===== config.mk =====
export PLATFORM = sky130hd
export DESIGN_NAME = sw_debounce
export DESIGN_NICKNAME = d
export VERILOG_FILES = /design/src/rtl/sw_debounce.sv
export SDC_FILE = /design/constraint.sdc
export NUM_CORES = 1
export LEC_CHECK = 0
export ABC_CLOCK_PERIOD_IN_PS = 1900
export BUFFER_PORTS_ARGS = -buffer_cell sky130_fd_sc_hd__buf_2
export CORE_ASPECT_RATIO = 1.75
export CORE_UTILIZATION = 30
export DETAILED_ROUTE_END_ITERATION = 6
export SYNTH_ARGS = -nofsm -noshare
export SYNTH_HDL_FRONTEND = slang
export SYNTH_SLANG_ARGS = --single-unit
export TNS_END_PERCENT = 50

===== constraint.sdc =====
create_clock -name clk -period 1.9 [get_ports clk]
set_input_delay 0.38 -clock clk [delete_from_list [all_inputs] [get_ports clk]]
set_output_delay 0.38 -clock clk [all_outputs]
set_load 0.03 [all_outputs]

===== src/rtl/sw_debounce.sv =====
// Switch conditioning ahead of the 4-to-2 priority encoder: synchronizes and debounces
// WIDTH data switches plus one enable switch, and emits registered edge pulses.
module sw_debounce #(
    parameter int unsigned WIDTH           = 4,
    parameter int unsigned DEBOUNCE_CYCLES = 16
) (
    input  logic             clk,
    input  logic             rst_n,
    input  logic [WIDTH-1:0] sw_in,
    input  logic             en_in,
    output logic [WIDTH-1:0] x_out,
    output logic             en_out,
    output logic [WIDTH-1:0] rise,
    output logic [WIDTH-1:0] fall,
    output logic             changed
);

    localparam int unsigned NCH = WIDTH + 1;
    localparam int unsigned CW  = $clog2(DEBOUNCE_CYCLES + 1);
    localparam logic [CW-1:0] CNT_LAST = CW'(DEBOUNCE_CYCLES - 1);

    // Enable rides along as the top channel so every channel shares one update rule.
    logic [NCH-1:0] raw;
    assign raw = {en_in, sw_in};

    logic [NCH-1:0]         s1_q, s1_d;
    logic [NCH-1:0]         s2_q, s2_d;
    logic [NCH-1:0]         stable_q, stable_d;
    logic [NCH-1:0][CW-1:0] cnt_q, cnt_d;
    logic [WIDTH-1:0]       rise_q, rise_d;
    logic [WIDTH-1:0]       fall_q, fall_d;
    logic                   changed_q, changed_d;

    always_comb begin
        s1_d     = raw;
        s2_d     = s1_q;
        stable_d = stable_q;
        cnt_d    = cnt_q;
        for (int unsigned i = 0; i < NCH; i++) begin
            if (s2_q[i] == stable_q[i]) begin
                cnt_d[i] = '0;
            end else if (cnt_q[i] == CNT_LAST) begin
                stable_d[i] = s2_q[i];
                cnt_d[i]    = '0;
            end else begin
                cnt_d[i] = cnt_q[i] + CW'(1);
            end
        end
        rise_d    =  stable_d[WIDTH-1:0] & ~stable_q[WIDTH-1:0];
        fall_d    = ~stable_d[WIDTH-1:0] &  stable_q[WIDTH-1:0];
        changed_d = |(stable_d ^ stable_q);
    end

    always_ff @(posedge clk or negedge rst_n) begin
        if (!rst_n) begin
            s1_q      <= '0;
            s2_q      <= '0;
            stable_q  <= '0;
            cnt_q     <= '0;
            rise_q    <= '0;
            fall_q    <= '0;
            changed_q <= 1'b0;
        end else begin
            s1_q      <= s1_d;
            s2_q      <= s2_d;
            stable_q  <= stable_d;
            cnt_q     <= cnt_d;
            rise_q    <= rise_d;
            fall_q    <= fall_d;
            changed_q <= changed_d;
        end
    end

    assign x_out   = stable_q[WIDTH-1:0];
    assign en_out  = stable_q[WIDTH];
    assign rise    = rise_q;
    assign fall    = fall_q;
    assign changed = changed_q;

endmodule


# Word-level counts from Yosys, hierarchy flattened
# Index checks and enable logic that the tools add are counted.
[op_classes] addsub=5 eq_ne=10 muxes=20 bitwise_logic=5 n_reduce_logical=1
[ops] op="5-bit 2-to-1 mux" n=10
[ops] op="5-bit by 1-bit adder with 5-bit output (second input constant)" n=5
[ops] op="5-bit by 4-bit == test with 1-bit output (second input constant)" n=5
[ops] op="1-bit 2-to-1 mux" n=10
[ops] op="4-bit AND" n=2
[ops] op="4-bit NOT" n=2
[ops] op="1-bit == test" n=5
[ops] op="5-bit OR reduction" n=1
[ops] op="5-bit bitwise XOR" n=1
[word_totals] reg_bits=49 input_bits=7 out_inout_bits=14 elab_cells=52

# Logic depth before layout (Yosys ltp)
# Gate-level depths: netlist of the first run.
[depth] depth_word=5 ltp_mapped=7 mapped_depth_nobuf=7

# Least setup slack after synthesis of the first run
# Ideal clock, no wire load.
[synth_timing] path_type="flip-flop to flip-flop" from="reg cnt_q[0] (netlist name)" to="reg changed_q, in the netlist changed" setup_time_ps=118 arrival_time_ps=1593 required_ps=1782 path_slack_ps=188 path_stages_with_launch=8 path_buffers=0 synth_period_minus_slack_ps=1712 cell_sequence="dfrtp_1 -> ha_1 -> nand3_2 -> nor2_2 -> mux2_1 -> ha_1 -> nand4_1 -> a21o_1"
[synth_via] elab_chain_len=5
[synth_rtl] element="from (decl)" line="29" rtl="logic [NCH-1:0][CW-1:0] cnt_q, cnt_d;"
[synth_rtl] element="from (signal assigned)" line="67" rtl="cnt_q <= cnt_d;"
[synth_rtl] element="5-bit by 4-bit == test with 1-bit output" line="42" rtl="end else if (cnt_q[i] == CNT_LAST) begin"
[synth_rtl] element="1-bit 2-to-1 mux" line="42"
[synth_rtl] element="1-bit 2-to-1 mux" line="40" rtl="if (s2_q[i] == stable_q[i]) begin"
[synth_rtl] element="via stable_d[0]" line="28" rtl="logic [NCH-1:0] stable_q, stable_d;"
[synth_rtl] element="5-bit bitwise XOR" line="51" rtl="changed_d = |(stable_d ^ stable_q);"
[synth_rtl] element="5-bit OR reduction" line="51"
[synth_rtl] element="via changed_d" line="32" rtl="logic changed_q, changed_d;"
[synth_rtl] element="to (signal assigned)" line="70" rtl="changed_q <= changed_d;"
[synth_rtl] element="to (decl)" line="32"
# The timed path passes the listed nets, and every way through them passes these cells.

# Final worst setup path of the first run
# Same ends and word-level chain as after synthesis.

==> impl_summary.txt, run 1 <==
----------------------------------------------------
[Power]
  Fraction of power spent switching nets ... 0.209
  Pwr/cell area ... 836 mW/mm^2
  Logic pwr share ... 0.051
  Internal Dissipation ... 1.55 mW
  Worst vdd rail ir drop ... 518 uV
  Overall power ... 1.96 mW
  Clock power share ... 0.385
  P_sw ... 411 uW
  Leakage power summed over all cells ... 1.20 nW
  Proportion of power drawn by flip-flops and latches ... 0.564

[Critical path]
  Type of the worst setup path ... reg -> reg
  CP max stage delay ... 0.37 ns
  CP max stage cell ... dfrtp_1
  Path depth of the worst reg2reg path ... 7
  Critical path data required time ... 2.08 ns
  Beginning of the worst register-to-register path ... cnt_q[0]
  CP max FO ... 3
  Setup slack, reg-to-reg ... 0.11 ns
  Count of buffer and inverter cells on the critical path ... 0
  Type of destination of the critical path ... register
  Most used cell, CP ... ha_1
  Terminus of the critical flop-to-flop path ... changed
  Data arrival at the endpoint of the critical path ... 1.98 ns
  Cells along the critical path ... ha_1 -> nand3_2 -> nor2_4 -> mux2_1 -> ha_1 -> nand4_1 -> a21o_1
  CP startpoint kind ... register
  Kind of cell with the highest combined delay on the critical path ... adder cells

[Timing]
  Setup repair after global routing missed its margin ... false
  Crit share post-route ... 0.943
  Total Negative Setup Slacks ... 0 ns
  Count of final hold-check violations ... 0
  Max Clock Skew ... 0.00984 ns
  Final setup fails ... 0
  Remaining max-slew budget at the tightest pin ... 0.710
  Highest clock rate ... 558 MHz
  Worst Slack Setup Final ... 0.107 ns
  Fin. max-slew vios ... 0
  Worst Tran Pin Value ... 0.435 ns
  Final hold slack ... 0.0196 ns
  Min Clock Period, post-route ... 1.79 ns

[Placement]
  Setup WS pre-CTS ... 0.0451 ns
  HPWL Detailed ... 1.92 mm
  Final estimated routing congestion in global placement ... 0.719
  Number of port buffers ... 20
  DP Cell Count ... 242

[Final layout]
  Final nets ... 195
  Most frequent standard cell in the layout excluding fill and tap cells ... dfrtp_1
  Leading cell types in the layout, fill and taps excluded ... 49 x dfrtp_1, 20 x buf_2, 15 x xor2_1
  Number of standard cells in the layout, taps in and fillers out ... 256
  Synth-to-Final Area Change ... 23.1%
  Proportion of layout cells with a drive suffix above 1 ... 0.284
  Number of antenna repair diodes ... 0

[Drt]
  TritonRoute pass-1 iters ... 3
  Via density ... 4.17
  Final routed wirelength across all metal layers ... 2.80 mm
  Final routed wire length divided by cell count ... 10.9 um
  Vias after detailed routing ... 1068
  Post-route antenna net violation count ... 0
  Number of DRC violations after detailed routing ... 0
  Starting DRT DRC Count ... 16

[Synth]
  Number of warnings issued by yosys ... 0
  Cell types with the largest area share after synthesis ... dfrtp_1 64%, ha_1 8.5%, xor2_1 6.9%, nor2_1 2.8%, mux2_1 2.4%
  Syn_nets ... 161
  Most area-hungry cell type in the Yosys netlist ... dfrtp_1
  Avg Cell Area, Syn ... 13.5 um^2
  Synth top area share ... 0.643
  Area of the mapped netlist ... 0.00191 mm^2
  Sequential element share of the synthesized area ... 0.643
  Gate Count Post-Synth ... 141
  Number of distinct library cells after synthesis ... 16
  Flip-flop and latch count after synthesis ... 49

[Floorplan]
  Area enclosed by the die boundary ... 0.00670 mm^2
  Vert. Die Dim ... 108 um
  Top-Level Pins ... 21
  Core region area ... 0.00618 mm^2
  Die width ... 62.3 um
  Initial cell density of the core ... 0.309
  Core Rows ... 38

[Global routing]
  Maximum number of pins on one net before global-route repair ... 32
  Global-route wire length before repair ... 4.71 mm
  GRT Overall Usage ... 0.0916
  Number of global-route vias before repair ... 1098
  Number of antenna violations at the first check in global routing ... 0
  Total congestion overflow ... 0

[CTS]
  Clock buffers created by TritonCTS ... 5
  Number of sinks on the clock net ... 49
  H-tree depth reported by CTS ... 2
  Clock transition at the registers of the reported paths ... 0.09 ns
  Root buf cell ... clkbuf_8
  Buffer depth of the longest clock path ... 2
  Clock latency on the worst-skew pair ... 0.29 ns
  CTS tree ... yes

[Flow run]
  Max Cap Violations ... 0

[Min path]
  Type of the worst min-delay path ... in -> async

[Run status]
  Status ... finished, final reports clean

----------------------------------------------------
-- how the worst max path moves through the flow --
stage          cells past startpoint  slack, ns      end       from
3_3_place_gp                       7       0.08  changed  cnt_q[10]
3_5_place_dp                       7       0.05  changed  cnt_q[10]
6_report                           7       0.11  changed   cnt_q[0]
4_1_cts                            7       0.03  changed  cnt_q[10]
2_1_floorplan                      7       0.19  changed   cnt_q[0]
5_1_grt                            7      0.002  changed   cnt_q[5]
-- metal layers --
metal	vias to the layer above	part of all wire	global-route usage	wire, um
li1	529	-	-	-
met1	523	0.44	0.106	1240
met2	14	0.52	0.154	1450
met3	2	0.026	0.0265	73
met4	0	0.012	0.0449	33
met5	-	0	0	0
-- layout make-up --
| cell class | count | area [um^2] |
|---|---|---|
| clock buffers | 6 | 82.6 |
| clock inverters | 2 | 37.5 |
| fillers | 630 | 3830 |
| inverters | 8 | 30.0 |
| multi-input cells | 84 | 707 |
| flip-flops and latches | 49 | 1230 |
| well taps | 80 | 100 |
| repair buffers | 27 | 165 |
-- power by group through the flow --
| stage | Sequential, mW | Combinational [mW] | Clock, mW |
|---|---|---|---|
| finish | 1.11 | 0.100 | 0.756 |
| global route | 1.11 | 0.122 | 0.815 |
| CTS | 1.11 | 0.0898 | 0.789 |
| detailed placement | 1.13 | 0.0901 | 0 |
| global placement | 1.12 | 0.0879 | 0 |
| floorplan | 1.12 | 0.0478 | 0 |
-- Yosys cell counts --
| library cell | n |
|---|---|
| o21ai_1 | 5 |
| nand3_1 | 6 |
| and3_1 | 5 |
| dfrtp_1 | 49 |
| xor2_1 | 15 |
| mux2i_1 | 4 |
| a21o_1 | 1 |
| nand3_2 | 4 |
| mux2_2 | 1 |
| mux2_1 | 4 |
| nand4_1 | 1 |
| ha_1 | 13 |
| inv_1 | 8 |
| and2_1 | 6 |
| nor2_2 | 5 |
| nor2_1 | 14 |
-- kinds of logic (layout without fill, tap and decap cells) --
kind of cell,count (synthesis),count (layout),share of synthesized area
simple gates,41,41,0.120
flops,49,49,0.643
compound gates,6,6,0.0170
buf+inv,8,43,0.0157
fa+ha+maj,13,13,0.0852
xor+xnor,15,15,0.0689
mux,9,9,0.0505
-- stage by stage --
stage | utilization | cell area [um^2]
finish | 0.380 | 2350
global route | 0.380 | 2350
CTS | 0.364 | 2250
detailed placement | 0.344 | 2130
global placement | 0.344 | 2130
floorplan | - | 1910
-- flip-flops by register name, indices dropped and copies added, names as in the netlist --
name and flops:
cnt_q 25, s1_q 5, s2_q 5, stable_q 5
fall 4, rise 4, changed 1
-- repair_timing --
| action | 4_1_cts | 5_1_grt |
|---|---|---|
| endpoints found under the setup margin | 0 | 1 |
| gates resized for setup | 0 | 12 |
| setup buffers | 0 | 6 |
| hold buffers | 0 | 0 |
No activity file was read; power rests on OpenSTA's default activity.
==> inputs of run 2 (changes only) <==
--- a/config.mk
+++ b/config.mk
@@ -10,6 +10,7 @@
 export CORE_ASPECT_RATIO = 1.75
 export CORE_UTILIZATION = 30
 export DETAILED_ROUTE_END_ITERATION = 6
+export SETUP_SLACK_MARGIN = 0.2
 export SYNTH_ARGS = -nofsm -noshare
 export SYNTH_HDL_FRONTEND = slang
 export SYNTH_SLANG_ARGS = --single-unit
==> run 2 against run 1 <==
  * Non-clock buffer count increased by 11
  * Fmax increased by 6.0%
  * Power increased by 0.37%
  * First-iteration DRC count decreased by 56%
  * Critical path depth unchanged
  * Clock-buffer cell count increased by 1
  * Setup slack improved by 0.10 ns
  * Final cell count increased by 4.3%
==> impl_summary.txt, run 2 (synthesis results as in run 1) <==
----------------------------------------------------
[Critical path]
  Beginning of the worst register-to-register path ... cnt_q[6] (was cnt_q[0])
  CP max FO ... 3 (unchanged)
  Critical path data required time ... 2.09 ns (was 2.08 ns)
  Path depth of the worst reg2reg path ... 7 (unchanged)
  Terminus of the critical flop-to-flop path ... changed (unchanged)
  Setup slack, reg-to-reg ... 0.21 ns (was 0.11 ns)
  CP startpoint kind ... register (unchanged)
  Type of the worst setup path ... reg -> reg (unchanged)
  Data arrival at the endpoint of the critical path ... 1.88 ns (was 1.98 ns)
  Type of destination of the critical path ... register (unchanged)

[Power]
  Pwr/cell area ... 780 mW/mm^2 (was 836 mW/mm^2)
  Leakage power summed over all cells ... 1.26 nW (was 1.20 nW)
  Worst vdd rail ir drop ... 358 uV (was 518 uV)

[Final layout]
  Synth-to-Final Area Change ... 32.5% (was 23.1%)
  Flip-flop and latch area ... 0.00123 mm^2 (unchanged)
  Max reg flops ... 25 (unchanged)
  Leading cell types in the layout, fill and taps excluded ... 49 x dfrtp_1, 20 x buf_2, 17 x buf_4 (was 49 x dfrtp_1, 20 x buf_2, 15 x xor2_1)
  Area occupied by multi-input gates ... 807 um^2 (was 707 um^2)
  Filler cell count ... 614 (was 630)
  Most flop-heavy register ... cnt_q (unchanged)
  Number of antenna repair diodes ... 0 (unchanged)
  Proportion of layout cells with a drive suffix above 1 ... 0.358 (was 0.284)
  Most frequent standard cell in the layout excluding fill and tap cells ... dfrtp_1 (unchanged)
  Post-route cell area ... 0.00253 mm^2 (was 0.00235 mm^2)
  Number of standard cells in the layout, taps in and fillers out ... 267 (was 256)
  Final nets ... 206 (was 195)

[Min path]
  Type of the worst min-delay path ... in -> async (unchanged)

[Floorplan]
  Area enclosed by the die boundary ... 0.00670 mm^2 (unchanged)
  Core region area ... 0.00618 mm^2 (unchanged)
  Initial cell density of the core ... 0.309 (unchanged)
  Top-Level Pins ... 21 (unchanged)
  Vert. Die Dim ... 108 um (unchanged)
  Die width ... 62.3 um (unchanged)
  Core Rows ... 38 (unchanged)

[Timing]
  Highest clock rate ... 591 MHz (was 558 MHz)
  Final hold slack ... 0.0290 ns (was 0.0196 ns)
  Final setup fails ... 0 (unchanged)
  Remaining max-slew budget at the tightest pin ... 0.692 (was 0.710)
  Total Negative Setup Slacks ... 0 ns (unchanged)
  Max Clock Skew ... 0.00470 ns (was 0.00984 ns)
  Fin. max-slew vios ... 0 (unchanged)
  Worst Slack Setup Final ... 0.209 ns (was 0.107 ns)
  Crit share post-route ... 0.890 (was 0.943)
  Setup repair after global routing missed its margin ... true (was false)
  Min Clock Period, post-route ... 1.69 ns (was 1.79 ns)
  Count of final hold-check violations ... 0 (unchanged)
  Worst Tran Pin Value ... 0.461 ns (was 0.435 ns)

[Global routing]
  GRT Overall Usage ... 0.102 (was 0.0916)
  Global-route wire length before repair ... 5.12 mm (was 4.71 mm)
  Maximum number of pins on one net before global-route repair ... 31 (was 32)
  Number of antenna violations at the first check in global routing ... 0 (unchanged)
  Number of global-route vias before repair ... 1213 (was 1098)
  Total congestion overflow ... 0 (unchanged)

[Drt]
  Via density ... 4.22 (was 4.17)
  Post-route antenna net violation count ... 0 (unchanged)
  Final routed wire length divided by cell count ... 10.9 um (about the same)
  Number of DRC violations after detailed routing ... 0 (unchanged)
  Vias after detailed routing ... 1126 (was 1068)
  Final routed wirelength across all metal layers ... 2.91 mm (was 2.80 mm)
  Starting DRT DRC Count ... 7 (was 16)
  TritonRoute pass-1 iters ... 4 (was 3)

[CTS]
  Buffer depth of the longest clock path ... 2 (unchanged)
  H-tree depth reported by CTS ... 2 (unchanged)
  CTS tree ... yes (unchanged)
  Clock buffers created by TritonCTS ... 5 (unchanged)
  Root buf cell ... clkbuf_8 (unchanged)
  Clock transition at the registers of the reported paths ... 0.08 ns (was 0.09 ns)
  Clock latency on the worst-skew pair ... 0.29 ns (about the same)
  Number of sinks on the clock net ... 49 (unchanged)

[Placement]
  HPWL Detailed ... 1.94 mm (was 1.92 mm)
  DP Cell Count ... 242 (unchanged)
  Number of port buffers ... 20 (unchanged)
  Final estimated routing congestion in global placement ... 0.709 (was 0.719)
  Cell area after placement ... 0.00216 mm^2 (was 0.00213 mm^2)
  Setup WS pre-CTS ... 0.0802 ns (was 0.0451 ns)

[Run status]
  Status ... finished, final reports clean (unchanged)

[Flow run]
  Max Cap Violations ... 0 (unchanged)

----------------------------------------------------
-- run 2: cell types whose count changed in the layout (fill, tap and decap cells not counted), sizes merged --
cell      change
buf          +11
clkbuf        +1
clkinvlp      -1
-- run 2: worst max-delay path by stage --
stage	from	endpoint	depth (start not counted)
CTS	cnt_q[10]	changed	7
global route	cnt_q[15]	changed	7
finish	cnt_q[6]	changed	7
global placement	cnt_q[0]	changed	7
floorplan	cnt_q[0]	changed	7
detailed placement	cnt_q[10]	changed	7
-- run 2: metrics by stage --
| stage | power [mW] | utilization |
|---|---|---|
| 2_1_floorplan | 1.17 | - |
| 3_3_place_gp | 1.21 | 0.350 |
| 3_5_place_dp | 1.22 | 0.350 |
| 4_1_cts | 2.00 | 0.406 |
| 5_1_grt | 2.08 | 0.409 |
| 6_report | 1.97 | 0.409 |
-- run 2: worst max-delay path, stage by stage, from the launching register on --
cell and delay [ns]:
dfrtp_1 0.40, ha_4 0.16, nand3_4 0.07, nor2_4 0.13, mux2_4 0.33, ha_4 0.26
nand4_1 0.08, a21o_1 0.16
-- run 2: what timing repair did --
item	CTS	global route
pin swaps	10	5
resized for setup	13	1
hold endpoints to repair	0	0
endpoints found under the setup margin	1	1
cloned	0	0
hold buffers	0	0
buffers inserted	16	1
-- run 2: where the power goes --
| part | total [mW] | switching (mW) | internal, mW |
|---|---|---|---|
| clock | 0.748 | 0.319 | 0.429 |
| combinational | 0.113 | 0.0574 | 0.0554 |
| sequential | 1.11 | 0.0325 | 1.08 |
| total | 1.97 | 0.408 | 1.56 |
-- run 2: final cells by class --
class | count | area share
Clock buffer | 7 | 0.0342
Clock inverter | 1 | 0.0119
Inverter | 8 | 0.0119
Multi-Input combinational cell | 84 | 0.319
Sequential cell | 49 | 0.485
Tap cell | 80 | 0.0396
Timing Repair Buffer | 38 | 0.0980
-- run 2: layer usage --
metal	track usage	part of all wire	vias to the layer above	wire length, um
met2	0.177	0.50	22	1450
met5	0	0	-	0
li1	-	-	550	-
met4	0.0648	0.031	0	91
met1	0.104	0.43	547	1240
met3	0.0328	0.043	7	125
==> inputs of run 3 (changes only) <==
--- a/config.mk
+++ b/config.mk
@@ -5,6 +5,7 @@
 export SDC_FILE = /design/constraint.sdc
 export NUM_CORES = 1
 export LEC_CHECK = 0
+export ABC_AREA = 1
 export ABC_CLOCK_PERIOD_IN_PS = 1900
 export BUFFER_PORTS_ARGS = -buffer_cell sky130_fd_sc_hd__buf_2
 export CORE_ASPECT_RATIO = 1.75
==> run 3 against run 2 <==
  * Clock skew down 0.00055 ns
  * Non-clock buffer count decreased by 17
  * Clock-buffer cell count is 2 lower
  * Design area shrank 2.3%
  * Critical path type unchanged
  * Highest routed layer unchanged
==> impl_summary.txt, run 3 <==
----------------------------------------------------
[Run status]
  Status ... finished, final reports clean (unchanged)

[Critical path]
  Type of the worst setup path ... reg -> reg (unchanged)
  Kind of cell with the highest combined delay on the critical path ... simple AND/OR/NAND/NOR gates (was adder cells)
  Data arrival at the endpoint of the critical path ... 1.72 ns (was 1.88 ns)
  CP max FO ... 4 (was 3)
  Cells along the critical path ... ha_2 -> nand4_1 -> nand2_1 -> nand2_1 -> ha_1 -> nand2_1 -> nor2_1 -> nand2_1 (was ha_4 -> nand3_4 -> nor2_4 -> mux2_4 -> ha_4 -> nand4_1 -> a21o_1)
  CP max stage cell ... dfrtp_1 (unchanged)
  CP max stage delay ... 0.39 ns (was 0.40 ns)
  Most used cell, CP ... nand2_1 (was ha_4)
  Critical path data required time ... 2.08 ns (was 2.09 ns)
  Type of destination of the critical path ... register (unchanged)
  Count of buffer and inverter cells on the critical path ... 0 (unchanged)
  CP startpoint kind ... register (unchanged)

[Global routing]
  GRT Overall Usage ... 0.107 (was 0.102)
  Maximum number of pins on one net before global-route repair ... 50 (was 31)
  Number of global-route vias before repair ... 1392 (was 1213)
  Global-route wire length before repair ... 5.89 mm (was 5.12 mm)
  Number of antenna violations at the first check in global routing ... 0 (unchanged)
  Total congestion overflow ... 0 (unchanged)

[Timing]
  Count of final hold-check violations ... 0 (unchanged)
  Final setup fails ... 0 (unchanged)
  Min Clock Period, post-route ... 1.53 ns (was 1.69 ns)
  Max Clock Skew ... 0.00414 ns (was 0.00470 ns)
  Setup repair after global routing missed its margin ... false (was true)
  Crit share post-route ... 0.807 (was 0.890)
  Highest clock rate ... 652 MHz (was 591 MHz)
  Remaining max-slew budget at the tightest pin ... 0.830 (was 0.692)
  Worst Tran Pin Value ... 0.256 ns (was 0.461 ns)
  Fin. max-slew vios ... 0 (unchanged)
  Total Negative Setup Slacks ... 0 ns (unchanged)

[Synth]
  Syn_nets ... 233 (was 161)
  Library cell with the highest instance count after synthesis ... nand2_1 (was dfrtp_1)
  Flip-flop and latch count after synthesis ... 49 (unchanged)
  Top flip-flop cell by instance count after synthesis ... dfrtp_1 (unchanged)
  Share of synthesized flip-flops with an asynchronous set or reset ... 1.00 (unchanged)
  Number of enable flip-flop cells after synthesis ... 0 (unchanged)
  Number of distinct library cells after synthesis ... 10 (was 16)
  Most area-hungry cell type in the Yosys netlist ... dfrtp_1 (unchanged)
  Gate Count Post-Synth ... 213 (was 141)
  Synth top area share ... 0.599 (was 0.643)
  Avg Cell Area, Syn ... 9.62 um^2 (was 13.5 um^2)
  Area of the mapped netlist ... 0.00205 mm^2 (was 0.00191 mm^2)
  Ranking of synthesized cells by instance count ... 65 x nand2_1, 49 x dfrtp_1, 31 x nor2_1, 28 x inv_1, 13 x ha_1 (was 49 x dfrtp_1, 15 x xor2_1, 14 x nor2_1, 13 x ha_1, 8 x inv_1)
  Cell types with the largest area share after synthesis ... dfrtp_1 60%, nand2_1 12%, ha_1 7.9%, nor2_1 5.7%, inv_1 5.1% (was dfrtp_1 64%, ha_1 8.5%, xor2_1 6.9%, nor2_1 2.8%, mux2_1 2.4%)
  Number of warnings issued by yosys ... 0 (unchanged)
  Sequential element share of the synthesized area ... 0.599 (was 0.643)

[Drt]
  Via density ... 4.26 (was 4.22)
  Final routed wire length divided by cell count ... 9.76 um (was 10.9 um)
  Number of DRC violations after detailed routing ... 0 (unchanged)
  TritonRoute pass-1 iters ... 3 (was 4)
  Vias after detailed routing ... 1380 (was 1126)
  Starting DRT DRC Count ... 73 (was 7)
  Post-route antenna net violation count ... 0 (unchanged)
  Final routed wirelength across all metal layers ... 3.16 mm (was 2.91 mm)

[CTS]
  Number of sinks on the clock net ... 49 (unchanged)
  Post-CTS setup buffers ... 0 (was 16)
  Root buf cell ... clkbuf_16 (was clkbuf_8)
  # hold bufs at CTS ... 0 (unchanged)
  H-tree depth reported by CTS ... 2 (unchanged)
  Clock latency on the worst-skew pair ... 0.29 ns (about the same)
  Clock transition at the registers of the reported paths ... 0.06 ns (was 0.08 ns)
  CTS tree ... yes (unchanged)
  Clock buffers created by TritonCTS ... 5 (unchanged)
  Buffer depth of the longest clock path ... 2 (unchanged)

[Floorplan]
  Core Rows ... 39 (was 38)
  Core region area ... 0.00654 mm^2 (was 0.00618 mm^2)
  Die width ... 64.5 um (was 62.3 um)
  Initial cell density of the core ... 0.313 (was 0.309)
  Top-Level Pins ... 21 (unchanged)
  Vert. Die Dim ... 111 um (was 108 um)
  Area enclosed by the die boundary ... 0.00717 mm^2 (was 0.00670 mm^2)

[Power]
  Leakage power summed over all cells ... 1.30 nW (was 1.26 nW)
  Worst vdd rail ir drop ... 519 uV (was 358 uV)
  Pwr/cell area ... 946 mW/mm^2 (was 780 mW/mm^2)
  Overall power ... 2.33 mW (was 1.97 mW)

[Flow run]
  Max Cap Violations ... 0 (unchanged)

[Final layout]
  Leading cell types in the layout, fill and taps excluded ... 65 x nand2_1, 49 x dfrtp_1, 31 x nor2_1 (was 49 x dfrtp_1, 20 x buf_2, 17 x buf_4)
  Utilization after layout ... 0.378 (was 0.409)
  Most flop-heavy register ... cnt_q (unchanged)
  Synth-to-Final Area Change ... 20.5% (was 32.5%)
  Number of antenna repair diodes ... 0 (unchanged)
  Final nets ... 261 (was 206)
  Number of standard cells in the layout, taps in and fillers out ... 324 (was 267)
  Max reg flops ... 25 (unchanged)
  Most frequent standard cell in the layout excluding fill and tap cells ... nand2_1 (was dfrtp_1)
  Proportion of layout cells with a drive suffix above 1 ... 0.161 (was 0.358)

[Placement]
  Number of port buffers ... 20 (unchanged)
  Final estimated routing congestion in global placement ... 0.779 (was 0.709)
  HPWL Detailed ... 2.30 mm (was 1.94 mm)
  DP Cell Count ... 316 (was 242)

[Min path]
  Type of the worst min-delay path ... in -> async (unchanged)

----------------------------------------------------
run 3: layout make-up:
class | count | area (um^2)
fillers | 641 | 4070
inverters | 28 | 105
multi-input cells | 136 | 724
clock buffers | 5 | 125
flip-flops and latches | 49 | 1230
well taps | 82 | 103
clock inverters | 3 | 65.1
repair buffers | 21 | 120
run 3: cell families (layout without fill, tap and decap cells):
family,after synthesis,after routing,share of synthesized area
simple gates,118,118,0.249
xor+xnor,5,5,0.0214
buf+inv,28,57,0.0513
flops,49,49,0.599
fa+ha+maj,13,13,0.0794
run 3: timing repair:
action | in CTS | in global routing
setup endpoints to repair | 0 | 1
hold endpoints to repair | 0 | 0
gates resized for setup | 0 | 3
run 3: where the power goes:
group	switching (mW)	internal (mW)
Sequential	0.0334	1.08
Clock	0.368	0.751
Combinational	0.0604	0.0414
run 3: worst paths after layout:
kind                              to      start  slack, ns  cells past startpoint
hold / removal             cnt_q[20]      rst_n       0.06                      2
max in group asynchronous   cnt_q[7]      rst_n       1.61                      2
hold reg to reg              s2_q[4]    s1_q[4]       0.35                      0
setup reg to reg             changed  cnt_q[15]       0.37                      8
setup / recovery             changed  cnt_q[15]       0.37                      8
min in group clk             s1_q[3]   sw_in[3]       0.20                      1
run 3: metrics by stage:
step | hold slack (ns) | worst slack [ns] | cell area (um^2)
2_1_floorplan | 0.0844 | 0.488 | 2050
3_3_place_gp | 0.334 | 0.332 | 2270
3_5_place_dp | 0.335 | 0.342 | 2270
4_1_cts | 0.0769 | 0.332 | 2460
5_1_grt | 0.0858 | 0.215 | 2470
6_report | 0.0618 | 0.367 | 2470
run 3: routing by layer:
layer | up-vias | share of wire | GRT usage
met1 | 636 | 0.41 | 0.114
li1 | 712 | - | -
met5 | - | 0 | 0
met3 | 9 | 0.044 | 0.0350
met4 | 0 | 0.042 | 0.0711
met2 | 23 | 0.51 | 0.177
